## src/rtl/mem_arbiter_pkg.sv

```systemverilog
// Shared encodings and default widths for the I/D-cache memory-port arbiter.
// MEM_ARB_RR_EN selects round-robin tie-breaking; see mem_arb_pick.
package mem_arbiter_pkg;

    localparam int ADDR_W_DEF = 16;
    localparam int DATA_W_DEF = 16;

    typedef enum logic [1:0] {
        ARB_IDLE    = 2'd0,
        ARB_I_FILL  = 2'd1,
        ARB_D_FILL  = 2'd2,
        ARB_D_WRITE = 2'd3
    } arb_state_t;

    typedef enum logic {
        OWN_I = 1'b0,
        OWN_D = 1'b1
    } arb_owner_t;

    // Which side a non-idle state belongs to.
    function automatic arb_owner_t owner_of(arb_state_t s);
        return (s == ARB_I_FILL) ? OWN_I : OWN_D;
    endfunction

endpackage

```

## src/rtl/mem_arbiter_if.sv

```systemverilog
// Bundle of cache-side request signals and the shared memory port.
// The arbiter uses the slave modport; caches and memory model use master.
interface mem_arbiter_if #(
    parameter int ADDR_W = mem_arbiter_pkg::ADDR_W_DEF,
    parameter int DATA_W = mem_arbiter_pkg::DATA_W_DEF
) ();

    // Handshake: a cache holds *_req (or d_wr) high until it is done; *_grant
    // follows one cycle later from IDLE. Fill owners release by dropping req,
    // a write owner is released by the one-cycle d_wr_done pulse. Dropping a
    // request before it is granted simply withdraws it.
    logic              i_req;
    logic [ADDR_W-1:0] i_addr;
    logic              d_req;
    logic [ADDR_W-1:0] d_addr;
    logic              d_wr;
    logic [DATA_W-1:0] d_wdata;
    logic              i_grant;
    logic              d_grant;
    logic              i_data_valid;
    logic              d_data_valid;
    logic              d_wr_done;
    logic              memory_enable;
    logic              memory_write;
    logic [ADDR_W-1:0] memory_address;
    logic [DATA_W-1:0] memory_wdata;
    logic              memory_data_valid;

    modport master (
        output i_req, i_addr, d_req, d_addr, d_wr, d_wdata, memory_data_valid,
        input  i_grant, d_grant, i_data_valid, d_data_valid, d_wr_done,
        input  memory_enable, memory_write, memory_address, memory_wdata
    );

    modport slave (
        input  i_req, i_addr, d_req, d_addr, d_wr, d_wdata, memory_data_valid,
        output i_grant, d_grant, i_data_valid, d_data_valid, d_wr_done,
        output memory_enable, memory_write, memory_address, memory_wdata
    );

endinterface

```

## src/rtl/mem_arb_pick.sv

```systemverilog
// Combinational choice of the next owner when the arbiter is idle.
// MEM_ARB_RR_EN: ties go to the side that did not own memory last.
module mem_arb_pick
    import mem_arbiter_pkg::*;
(
    input  logic       i_pend,
    input  logic       d_fill_pend,
    input  logic       d_wr_pend,
    input  arb_owner_t last_owner,
    output arb_state_t next_state
);

    logic       d_pend;
    arb_state_t d_state;

    assign d_pend  = d_fill_pend || d_wr_pend;
    // A fill outranks a write from the same side; the write stays pending.
    assign d_state = d_fill_pend ? ARB_D_FILL : ARB_D_WRITE;

    always_comb begin
        next_state = ARB_IDLE;
        if (i_pend && d_pend) begin
`ifdef MEM_ARB_RR_EN
            next_state = (last_owner == OWN_I) ? d_state : ARB_I_FILL;
`else
            next_state = d_state;
`endif
        end else if (i_pend) begin
            next_state = ARB_I_FILL;
        end else if (d_pend) begin
            next_state = d_state;
        end
    end

`ifndef MEM_ARB_RR_EN
    logic unused_last_owner;
    assign unused_last_owner = last_owner;
`endif

endmodule

```

## src/rtl/mem_arbiter.sv

```systemverilog
// Arbiter sharing the main-memory port between I-cache and D-cache controllers.
// MEM_ARB_RR_EN enables round-robin tie-breaking; default is fixed D priority.
module mem_arbiter
    import mem_arbiter_pkg::*;
(
    input  logic          clk,
    input  logic          rst_n,
    mem_arbiter_if.slave  bus,
    output arb_state_t    state_dbg
);

    arb_state_t state;
    arb_state_t pick_next;
    arb_owner_t last_owner;

    mem_arb_pick u_pick (
        .i_pend      (bus.i_req),
        .d_fill_pend (bus.d_req),
        .d_wr_pend   (bus.d_wr),
        .last_owner  (last_owner),
        .next_state  (pick_next)
    );

    always_ff @(posedge clk or negedge rst_n) begin
        if (!rst_n) begin
            state <= ARB_IDLE;
        end else begin
            case (state)
                ARB_IDLE:    state <= pick_next;
                ARB_I_FILL:  if (!bus.i_req) state <= ARB_IDLE;
                ARB_D_FILL:  if (!bus.d_req) state <= ARB_IDLE;
                ARB_D_WRITE: state <= ARB_IDLE;
                default:     state <= ARB_IDLE;
            endcase
        end
    end

`ifdef MEM_ARB_RR_EN
    always_ff @(posedge clk or negedge rst_n) begin
        if (!rst_n) begin
            last_owner <= OWN_I;
        end else if (state == ARB_IDLE && pick_next != ARB_IDLE) begin
            last_owner <= owner_of(pick_next);
        end
    end
`else
    assign last_owner = OWN_I;
`endif

    assign state_dbg = state;

    // Everything decodes from the state register, so reset zeroes it at once.
    always_comb begin
        bus.i_grant        = (state == ARB_I_FILL);
        bus.d_grant        = (state == ARB_D_FILL) || (state == ARB_D_WRITE);
        bus.i_data_valid   = bus.memory_data_valid && (state == ARB_I_FILL);
        bus.d_data_valid   = bus.memory_data_valid && (state == ARB_D_FILL);
        bus.d_wr_done      = (state == ARB_D_WRITE);
        bus.memory_enable  = 1'b0;
        bus.memory_write   = 1'b0;
        bus.memory_address = '0;
        bus.memory_wdata   = '0;
        case (state)
            ARB_I_FILL: begin
                bus.memory_enable  = bus.i_req;
                bus.memory_address = bus.i_addr;
            end
            ARB_D_FILL: begin
                bus.memory_enable  = bus.d_req;
                bus.memory_address = bus.d_addr;
            end
            ARB_D_WRITE: begin
                bus.memory_enable  = 1'b1;
                bus.memory_write   = 1'b1;
                bus.memory_address = bus.d_addr;
                bus.memory_wdata   = bus.d_wdata;
            end
            default: ;
        endcase
    end

endmodule

```

## src/flat_wrapper.sv

```systemverilog
// flat-port wrapper written by rule: the top's interface ports become plain ports
module mem_arbiter_flat import mem_arbiter_pkg::*;
  (clk, rst_n, state_dbg, bus_i_req, bus_i_addr, bus_d_req, bus_d_addr, bus_d_wr, bus_d_wdata, bus_memory_data_valid, bus_i_grant, bus_d_grant, bus_i_data_valid, bus_d_data_valid, bus_d_wr_done, bus_memory_enable, bus_memory_write, bus_memory_address, bus_memory_wdata);
  mem_arbiter_if bus_i ();
  input  logic clk;
  input  logic rst_n;
  output arb_state_t state_dbg;
  input wire logic [$bits(bus_i.i_req)-1:0] bus_i_req;
  input wire logic [$bits(bus_i.i_addr)-1:0] bus_i_addr;
  input wire logic [$bits(bus_i.d_req)-1:0] bus_d_req;
  input wire logic [$bits(bus_i.d_addr)-1:0] bus_d_addr;
  input wire logic [$bits(bus_i.d_wr)-1:0] bus_d_wr;
  input wire logic [$bits(bus_i.d_wdata)-1:0] bus_d_wdata;
  input wire logic [$bits(bus_i.memory_data_valid)-1:0] bus_memory_data_valid;
  output wire logic [$bits(bus_i.i_grant)-1:0] bus_i_grant;
  output wire logic [$bits(bus_i.d_grant)-1:0] bus_d_grant;
  output wire logic [$bits(bus_i.i_data_valid)-1:0] bus_i_data_valid;
  output wire logic [$bits(bus_i.d_data_valid)-1:0] bus_d_data_valid;
  output wire logic [$bits(bus_i.d_wr_done)-1:0] bus_d_wr_done;
  output wire logic [$bits(bus_i.memory_enable)-1:0] bus_memory_enable;
  output wire logic [$bits(bus_i.memory_write)-1:0] bus_memory_write;
  output wire logic [$bits(bus_i.memory_address)-1:0] bus_memory_address;
  output wire logic [$bits(bus_i.memory_wdata)-1:0] bus_memory_wdata;
  assign bus_i.i_req = bus_i_req;
  assign bus_i.i_addr = bus_i_addr;
  assign bus_i.d_req = bus_d_req;
  assign bus_i.d_addr = bus_d_addr;
  assign bus_i.d_wr = bus_d_wr;
  assign bus_i.d_wdata = bus_d_wdata;
  assign bus_i.memory_data_valid = bus_memory_data_valid;
  assign bus_i_grant = bus_i.i_grant;
  assign bus_d_grant = bus_i.d_grant;
  assign bus_i_data_valid = bus_i.i_data_valid;
  assign bus_d_data_valid = bus_i.d_data_valid;
  assign bus_d_wr_done = bus_i.d_wr_done;
  assign bus_memory_enable = bus_i.memory_enable;
  assign bus_memory_write = bus_i.memory_write;
  assign bus_memory_address = bus_i.memory_address;
  assign bus_memory_wdata = bus_i.memory_wdata;
  mem_arbiter u_core (.clk(clk), .rst_n(rst_n), .bus(bus_i), .state_dbg(state_dbg));
endmodule
```

## config.mk

```make
export PLATFORM = sky130hd
export DESIGN_NAME = mem_arbiter_flat
export DESIGN_NICKNAME = d
export VERILOG_FILES = /design/src/rtl/mem_arbiter_pkg.sv /design/src/rtl/mem_arbiter_if.sv /design/src/rtl/mem_arb_pick.sv /design/src/rtl/mem_arbiter.sv /design/src/flat_wrapper.sv
export SDC_FILE = /design/constraint.sdc
export NUM_CORES = 1
export LEC_CHECK = 0
export ABC_AREA = 1
export CORE_ASPECT_RATIO = 1.2
export CORE_MARGIN = 1
export CORE_UTILIZATION = 19
export CTS_CLUSTER_DIAMETER = 50
export DETAILED_ROUTE_END_ITERATION = 7
export HOLD_SLACK_MARGIN = 0.02
export PLACE_DENSITY = 0.87
export SYNTH_ARGS = -nofsm -noshare
export SYNTH_HDL_FRONTEND = slang
export SYNTH_SLANG_ARGS = --single-unit
```

## constraint.sdc

```tcl
create_clock -name clk -period 1.99 [get_ports clk]
set_clock_uncertainty 0.15 [all_clocks]
set_input_delay 0.597 -clock clk [delete_from_list [all_inputs] [get_ports clk]]
set_output_delay 0.597 -clock clk [all_outputs]
set_load 0.01 [all_outputs]
```

==> summary.txt, run 1 <==
outcome: finished clean
worst setup path class: flip-flop to primary output
H-tree Lvls: 1
drt pass-1 iters: 3
synth top area cells: nand2_1 41%, inv_1 16%, nor2_1 15%
final WL: 2.64 mm
post-synthesis sequential area ratio: 0.105
cells along the critical path: inv_2, nand2_4, inv_6, clkbuf_16, nand2_2, nand2_1, buf_2
layout cells sized above 1: 0.414
Final setup viols: 0
Buffers & Inverters on Critical Path: 4
MaxCap Viol Count: 0
Achievable Freq: 503 MHz
CP Launch Type: flip-flop
Die Area: 0.00272 mm²
clk buf depth: 2
Syn Inst Count: 107
post-synthesis xor/xnor area fraction: 0
CTS Hold Buffers Added: 0
DRC Markers: 0
leakage power: 1.04 nW
CTS Buf Count: 3
final core occ: 0.666
Worst slew margin: 0.906
first-pass GRT wire length: 3.51 mm
Die Height: 56.9 µm
adder-cell share of the synthesized area: 0
Yosys top cell by area: nand2_1
antenna-violating nets left: 0
pin count of the biggest net entering global routing: 19
syn_nets: 161
CP max-delay cell: dfrtp_1
HP Class: primary input to async pin
worst-margin pin slew: 0.140 ns
Nets: 271
Simple-Gate Fraction of Synth Area: 0.605
Async S/R FF share, synth: 1.00
core area: 0.00233 mm²
RSZ-0062 raised after global routing: true
# clock sinks: 2
Critical Path Sink Type: primary output
latest clock arrival within the worst-skew pair: 0.22 ns
cell area after layout: 0.00155 mm²
max reg flops: 2
# port buffers: 94
setup TNS: 0 ns
cell with the most instances after synthesis: nand2_1
FF+latch count, synth: 2
crit path from: u_core.state_dbg[1]
final RePlAce weighted congestion: 0.677
Synth Area in Compound Gates: 0.0209
DP Area: 0.00150 mm²
Critical Path RT: 1.24 ns
power per cell area: 413 mW/mm²
max incr delay on CP: 0.39 ns
WP data arrival: 1.24 ns
die width: 47.8 µm
I/O Pins: 95
Placement Rows: 19
filler cell count: 241
top cell type's share of synthesized area: 0.408
CP max FO: 5
initial antenna violation count: 0
vias in the first global route: 890
initial DRC count: 3
CTS root buf: clkbuf_4
Initial Util: 0.205
Vias: 982
synth cell count leaders: 52 x nand2_1, 20 x inv_1, 19 x nor2_1
Final period util: 0.999
TritonCTS clock tree: built
Pins Over Slew Limit: 0
Clock transition at path regs: 0.03 ns
crit-path leading delay family: buffers and inverters
count of cell types in the netlist: 14
final-report hold violation count: 0
via/cell ratio: 3.99
grt total ovfl: 0
Inserted Diodes: 0
gr usage total: 0.176
crit path time final: 1.99 ns
Layout area overhead: 225%
Wirelength per Cell: 10.7 µm
mux contribution to synthesized area: 0
Synth warnings: 0
Top FF cell, synth: dfrtp_1
largest family of logic cells by synthesized area: simple AND/OR/NAND/NOR gates
Reg-to-Reg Start: u_core.state_dbg[1]
Post-synth EDFFs: 0
Cell Area, Synth: 478 µm²
Worst IR Drop VDD: 0.536 mV
Detail Placement HPWL: 1.92 mm
Post-Syn Area per Cell: 4.47 µm²
power breakdown:
part / switching (W) / total, W / internal, W
clock: 0.0000212 / 0.0000876 / 0.0000664
sequential: 0.00000753 / 0.0000552 / 0.0000477
combinational: 0.000233 / 0.000498 / 0.000265
placed cells by master, fill, tap and decap left out:
cell / count
clkbuf_4: 3
clkdlybuf4s50_1: 2
inv_6: 1
nand3_1: 1
buf_12: 1
clkbuf_16: 2
buf_6: 12
clkdlybuf4s15_1: 1
inv_2: 1
nand2_2: 17
nand2_8: 1
dlymetal6s2s_1: 1
inv_1: 20
nand2_4: 9
buf_2: 27
buf_4: 10
o21ai_2: 1
nor3_1: 1
nor2_1: 19
dlygate4sd2_1: 52
dfrtp_2: 1
dfrtp_1: 1
a21oi_1: 1
clkbuf_2: 3
nand2_1: 27
area by class of cell:
class / instances / area (µm²) / share of cell area
clock buffers: 3 / 22.5 / 0.0145
repair buffers: 111 / 928 / 0.598
well taps: 31 / 38.8 / 0.0250
multi-input cells: 77 / 424 / 0.273
flip-flops and latches: 2 / 51.3 / 0.0330
inverters: 22 / 87.6 / 0.0564
path summary, 6_finish.rpt:
check,slack [ns],to,depth (start not counted)
max,0.001,bus_memory_address[1],7
min,0.39,u_core.state_dbg[1],1
max reg2reg,0.77,u_core.state_dbg[0],7
min reg2reg,0.56,u_core.state_dbg[1],3
max in group asynchronous,1.17,u_core.state_dbg[0],1
min in group clk,0.56,u_core.state_dbg[1],3
metal layers:
layer | GRT usage | vias to the layer above | wire, µm
li1 | - | 518 | -
met1 | 0.163 | 417 | 916
met2 | 0.351 | 45 | 1520
met3 | 0.0253 | 2 | 190
met4 | 0.0595 | 0 | 10
met5 | 0 | - | 0
logic make-up (layout without fill, tap and decap cells):
group / Yosys count / count (layout)
AND/OR/NAND/NOR: 75 / 75
buffers and inverters: 28 / 136
flip-flops: 2 / 2
AO/OA/AOI/OAI: 2 / 2
what timing repair did:
item,CTS,global route
pin swaps,41,22
cloned,0,3
buffers inserted,2,3
resized for setup,204,52
endpoints found under the setup margin,41,22
through the flow:
stage,total power [W],setup WS [ns],hold WS (ns),instances
floorplan,0.000221,0.174,0.151,107
global placement,0.000531,-0.528,0.472,236
detailed placement,0.000538,-0.558,0.474,236
CTS,0.000544,-0.00674,0.383,241
global route,0.000696,-0.0628,0.375,246
finish,0.000641,0.00150,0.388,246
No activity file was read; power rests on OpenSTA's default activity.
==> run 2: changes to the inputs <==
--- a/config.mk
+++ b/config.mk
@@ -12,7 +12,7 @@
 export CTS_CLUSTER_DIAMETER = 50
 export DETAILED_ROUTE_END_ITERATION = 7
 export HOLD_SLACK_MARGIN = 0.02
-export PLACE_DENSITY = 0.87
+export PLACE_DENSITY = 0.8
 export SYNTH_ARGS = -nofsm -noshare
 export SYNTH_HDL_FRONTEND = slang
 export SYNTH_SLANG_ARGS = --single-unit
==> summary.txt, run 2 (synthesis gave the netlist of run 1 again) <==
WP data arrival: 1.23 ns
HP Class: primary input to async pin
Die Height: 56.9 µm
antenna-violating nets left: 0
gr usage total: 0.185
crit path to: bus_memory_address[11]
final RePlAce weighted congestion: 0.647
final WL: 2.77 mm
storage element area: 50.0 µm²
Seq pwr share: 0.091
final-report hold violation count: 0
Detail Placement HPWL: 2.10 mm
first-pass GRT wire length: 3.81 mm
leakage power: 0.950 nW
RSZ-0062 raised after global routing: true
CTS root buf: clkbuf_4
# port buffers: 94
crit path time final: 1.97 ns
Placement Rows: 19
vias in the first global route: 949
Critical Path Sink Type: primary output
worst r2r dst: u_core.state_dbg[1]
Wirelength per Cell: 11.3 µm
internal power: 0.000353 W
CP Launch Type: flip-flop
outcome: finished clean
Worst Reg-to-Reg Cells: 5
Nets: 270
initial DRC count: 11
Worst Slack Setup Final: 0.0151 ns
fin cells: 245
Clock transition at path regs: 0.03 ns
clk buf depth: 2
Pins Over Slew Limit: 0
most frequent cells in the layout: 54 x dlygate4sd2_1, 45 x nand2_1, 29 x buf_2
Layout area overhead: 212%
drt pass-1 iters: 4
Critical Path RT: 1.24 ns
CTS Hold Buffers Added: 0
Reg-to-Reg Start: u_core.state_dbg[1]
grt total ovfl: 0
Vias: 1029
Final period util: 0.992
Achievable Freq: 506 MHz
CTS Buf Count: 3
CP max FO: 8
latest clock arrival within the worst-skew pair: 0.22 ns
clock power share: 0.139
Die Area: 0.00272 mm²
filler cell count: 263
Inserted Diodes: 0
Sw Pwr: 0.000252 W
area of the multi-input gates: 394 µm²
# clock sinks: 2
Worst slew margin: 0.899
DRC Markers: 0
logic gate share of total power: 0.770
dpl ws: -0.581 ns
I/O Pins: 95
placed insts: 234
layout cells sized above 1: 0.346
sw frac: 0.416
worst hold slack: 0.394 ns
TritonCTS clock tree: built
Initial Util: 0.205
via/cell ratio: 4.20
initial antenna violation count: 0
most common cell after layout, fill and taps aside: dlygate4sd2_1
die width: 47.8 µm
pin count of the biggest net entering global routing: 18
Worst IR Drop VDD: 0.537 mV
worst-margin pin slew: 0.152 ns
power per cell area: 406 mW/mm²
worst setup path class: flip-flop to primary output
reg2reg setup slack: 0.83 ns
Final setup viols: 0
core area: 0.00233 mm²
MaxCap Viol Count: 0
crit path from: u_core.state_dbg[1]
H-tree Lvls: 1
max reg flops: 2
[run 2: worst min-delay path by stage]
stage,cells past startpoint,startpoint,endpoint
2_1_floorplan,0,rst_n,u_core.state_dbg[0]
3_3_place_gp,2,u_core.state_dbg[0],u_core.state_dbg[1]
3_5_place_dp,2,u_core.state_dbg[0],u_core.state_dbg[1]
4_1_cts,1,rst_n,u_core.state_dbg[0]
5_1_grt,1,rst_n,u_core.state_dbg[0]
6_report,1,rst_n,u_core.state_dbg[0]
[run 2: area by class of cell]
class | count | share of cell area
inverters | 22 | 0.0588
flip-flops and latches | 2 | 0.0336
repair buffers | 109 | 0.602
multi-input cells | 78 | 0.265
well taps | 31 | 0.0261
clock buffers | 3 | 0.0151
[run 2: critical path, cell delays in order (launching register included)]
cell	delay, ns
dfrtp_1	0.40
inv_2	0.09
nand2_4	0.06
inv_6	0.07
clkbuf_16	0.14
nand2_1	0.06
nand2_1	0.06
buf_2	0.12
[run 2: repair_timing]
| action | in CTS | in global routing |
|---|---|---|
| hold endpoints to repair | 0 | 0 |
| gates resized for setup | 204 | 35 |
| setup endpoints to repair | 41 | 30 |
| pin swaps | 41 | 13 |
| setup buffers | 5 | 2 |
| cloned | 0 | 2 |
[run 2: metal layers]
metal,part of all wire,track usage,wire length (µm)
met5,0,0,0
met4,0.016,0.0476,43
met3,0.11,0.0316,313
met2,0.54,0.373,1510
met1,0.33,0.172,903
[run 2: metrics by stage]
step | setup TNS [ns] | utilization | total power [W] | area (µm²)
2_1_floorplan | 0 | - | 0.000221 | 478
5_1_grt | -0.324 | 0.639 | 0.000652 | 1490
3_3_place_gp | -16.42 | 0.637 | 0.000522 | 1480
4_1_cts | 0 | 0.570 | 0.000545 | 1330
6_report | 0 | 0.639 | 0.000605 | 1490
3_5_place_dp | -17.22 | 0.637 | 0.000533 | 1480
[run 2: power groups by stage]
| stage | registers [W] | clock network (W) | logic, W |
|---|---|---|---|
| 3_3_place_gp | 0.0000523 | 0 | 0.000470 |
| 2_1_floorplan | 0.0000582 | 0 | 0.000163 |
| 4_1_cts | 0.0000528 | 0.0000912 | 0.000401 |
| 3_5_place_dp | 0.0000526 | 0 | 0.000481 |
| 6_report | 0.0000547 | 0.0000841 | 0.000466 |
| 5_1_grt | 0.0000556 | 0.0000904 | 0.000506 |
==> run 3: changes to the inputs <==
--- a/config.mk
+++ b/config.mk
@@ -6,6 +6,7 @@
 export NUM_CORES = 1
 export LEC_CHECK = 0
 export ABC_AREA = 1
+export CAP_MARGIN = 5
 export CORE_ASPECT_RATIO = 1.2
 export CORE_MARGIN = 1
 export CORE_UTILIZATION = 19
@@ -13,6 +14,7 @@
 export DETAILED_ROUTE_END_ITERATION = 7
 export HOLD_SLACK_MARGIN = 0.02
 export PLACE_DENSITY = 0.8
+export RECOVER_POWER = 100
 export SYNTH_ARGS = -nofsm -noshare
 export SYNTH_HDL_FRONTEND = slang
 export SYNTH_SLANG_ARGS = --single-unit
==> summary.txt, run 3 (synthesis gave the netlist of run 1 again) <==
CP max FO: 8
TritonCTS clock tree: built
drt pass-1 iters: 4
Reg-to-Reg Start: u_core.state_dbg[1]
Clock transition at path regs: 0.03 ns
Wirelength per Cell: 11.3 µm
final-report hold violation count: 0
initial antenna violation count: 0
I/O Pins: 95
CP max-delay cell: dfrtp_1
Placement Rows: 19
DRC Markers: 0
RSZ-0062 raised after global routing: true
most frequent cells in the layout: 54 x dlygate4sd2_1, 45 x nand2_1, 29 x buf_2
leakage power: 0.951 nW
worst setup path class: flip-flop to primary output
antenna-violating nets left: 0
MaxCap Viol Count: 0
Critical Path Sink Type: primary output
Pins Over Slew Limit: 0
Final setup viols: 0
outcome: finished clean
WP data arrival: 1.23 ns
layout cells sized above 1: 0.346
Inserted Diodes: 0
Detail Placement HPWL: 2.10 mm
Vias: 1030
Worst Slack Setup Final: 0.0155 ns
cells along the critical path: inv_2, nand2_4, inv_6, clkbuf_16, nand2_1, nand2_1, buf_2
crit path time final: 1.97 ns
Nets: 270
grt total ovfl: 0
Die Area: 0.00272 mm²
worst-margin pin slew: 0.152 ns
Layout area overhead: 212%
Crit path top cell by count: nand2_1
HP Class: primary input to async pin
die width: 47.8 µm
Worst IR Drop VDD: 0.534 mV
max reg flops: 2
# port buffers: 94
Final period util: 0.992
vias in the first global route: 949
latest clock arrival within the worst-skew pair: 0.22 ns
CTS Buf Count: 3
power per cell area: 405 mW/mm²
most common cell after layout, fill and taps aside: dlygate4sd2_1
CP Launch Type: flip-flop
Highest Signal Layer: met4
pin count of the biggest net entering global routing: 18
H-tree Lvls: 1
dpl ws: -0.581 ns
metal3 WL: 313 µm
first-pass GRT wire length: 3.81 mm
final RePlAce weighted congestion: 0.647
worst hold slack: 0.462 ns
met1 WL: 901 µm
initial DRC count: 11
# clock sinks: 2
gr usage total: 0.185
worst r2r dst: u_core.state_dbg[1]
via/cell ratio: 4.20
CTS Hold Buffers Added: 0
clk buf depth: 2
Worst slew margin: 0.899
max incr delay on CP: 0.40 ns
Critical Path RT: 1.24 ns
Initial Util: 0.205
Achievable Freq: 506 MHz
CTS root buf: clkbuf_4
met2 WL post-DR: 1.51 mm
Die Height: 56.9 µm
reg2reg setup slack: 0.83 ns
final WL: 2.77 mm
core area: 0.00233 mm²
Worst Reg-to-Reg Cells: 5
-- run 3: cell types whose count changed in the layout (fill, tap and decap cells not counted), sizes merged --
cell	change
dlygate4sd3	+2
clkdlybuf4s50	-2
-- run 3: critical path: cells and delay by family, from the launching register on --
| kind | cells | cell delay [ns] |
|---|---|---|
| AND/OR/NAND/NOR | 3 | 0.18 |
| flip-flops | 1 | 0.40 |
| buffers and inverters | 4 | 0.42 |
-- run 3: layout make-up --
| class | instances | area (µm²) |
|---|---|---|
| clock buffers | 3 | 22.5 |
| fillers | 263 | 841 |
| inverters | 22 | 87.6 |
| multi-input cells | 78 | 394 |
| flip-flops and latches | 2 | 50.0 |
| well taps | 31 | 38.8 |
| repair buffers | 109 | 896 |
-- run 3: layer usage --
metal / global-route usage / up-vias
li1: - / 514
met1: 0.172 / 451
met2: 0.373 / 61
met3: 0.0316 / 4
met4: 0.0476 / 0
met5: 0 / -
-- run 3: what timing repair did --
action,4_1_cts,5_1_grt
gates resized for setup,204,35
cloned,0,2
hold endpoints to repair,0,0
pin swaps,41,13
endpoints found under the setup margin,41,30
buffers inserted,5,2
-- run 3: through the flow --
step | utilization | TNS (ns) | cell area, µm² | cells | power (W)
floorplan | - | 0 | 478 | 107 | 0.000221
CTS | 0.570 | 0 | 1330 | 242 | 0.000545
finish | 0.639 | 0 | 1490 | 245 | 0.000604
detailed placement | 0.637 | -17.22 | 1480 | 234 | 0.000533
global route | 0.639 | -0.324 | 1490 | 245 | 0.000651
global placement | 0.637 | -16.42 | 1480 | 234 | 0.000522
-- run 3: report_power, final --
part	total, W	switching (W)	internal [W]	leakage [nW]
Combinational	0.000465	0.000226	0.000239	0.912
Clock	0.0000841	0.0000180	0.0000661	0.0138
Sequential	0.0000547	0.00000763	0.0000471	0.0248
Total	0.000604	0.000252	0.000352	0.951
-- run 3: worst max path at each step --
stage	startpoint	endpoint	slack (ns)	cells after the start
after CTS	u_core.state_dbg[0]	bus_d_wr_done	0.008	4
after detailed placement	bus_memory_data_valid	bus_d_data_valid	-0.58	4
after global placement	bus_memory_data_valid	bus_d_data_valid	-0.54	4
after floorplan	u_core.state_dbg[1]	bus_memory_write	0.17	5
final	u_core.state_dbg[1]	bus_memory_address[11]	0.02	7
after global routing	u_core.state_dbg[1]	bus_memory_address[11]	-0.03	7
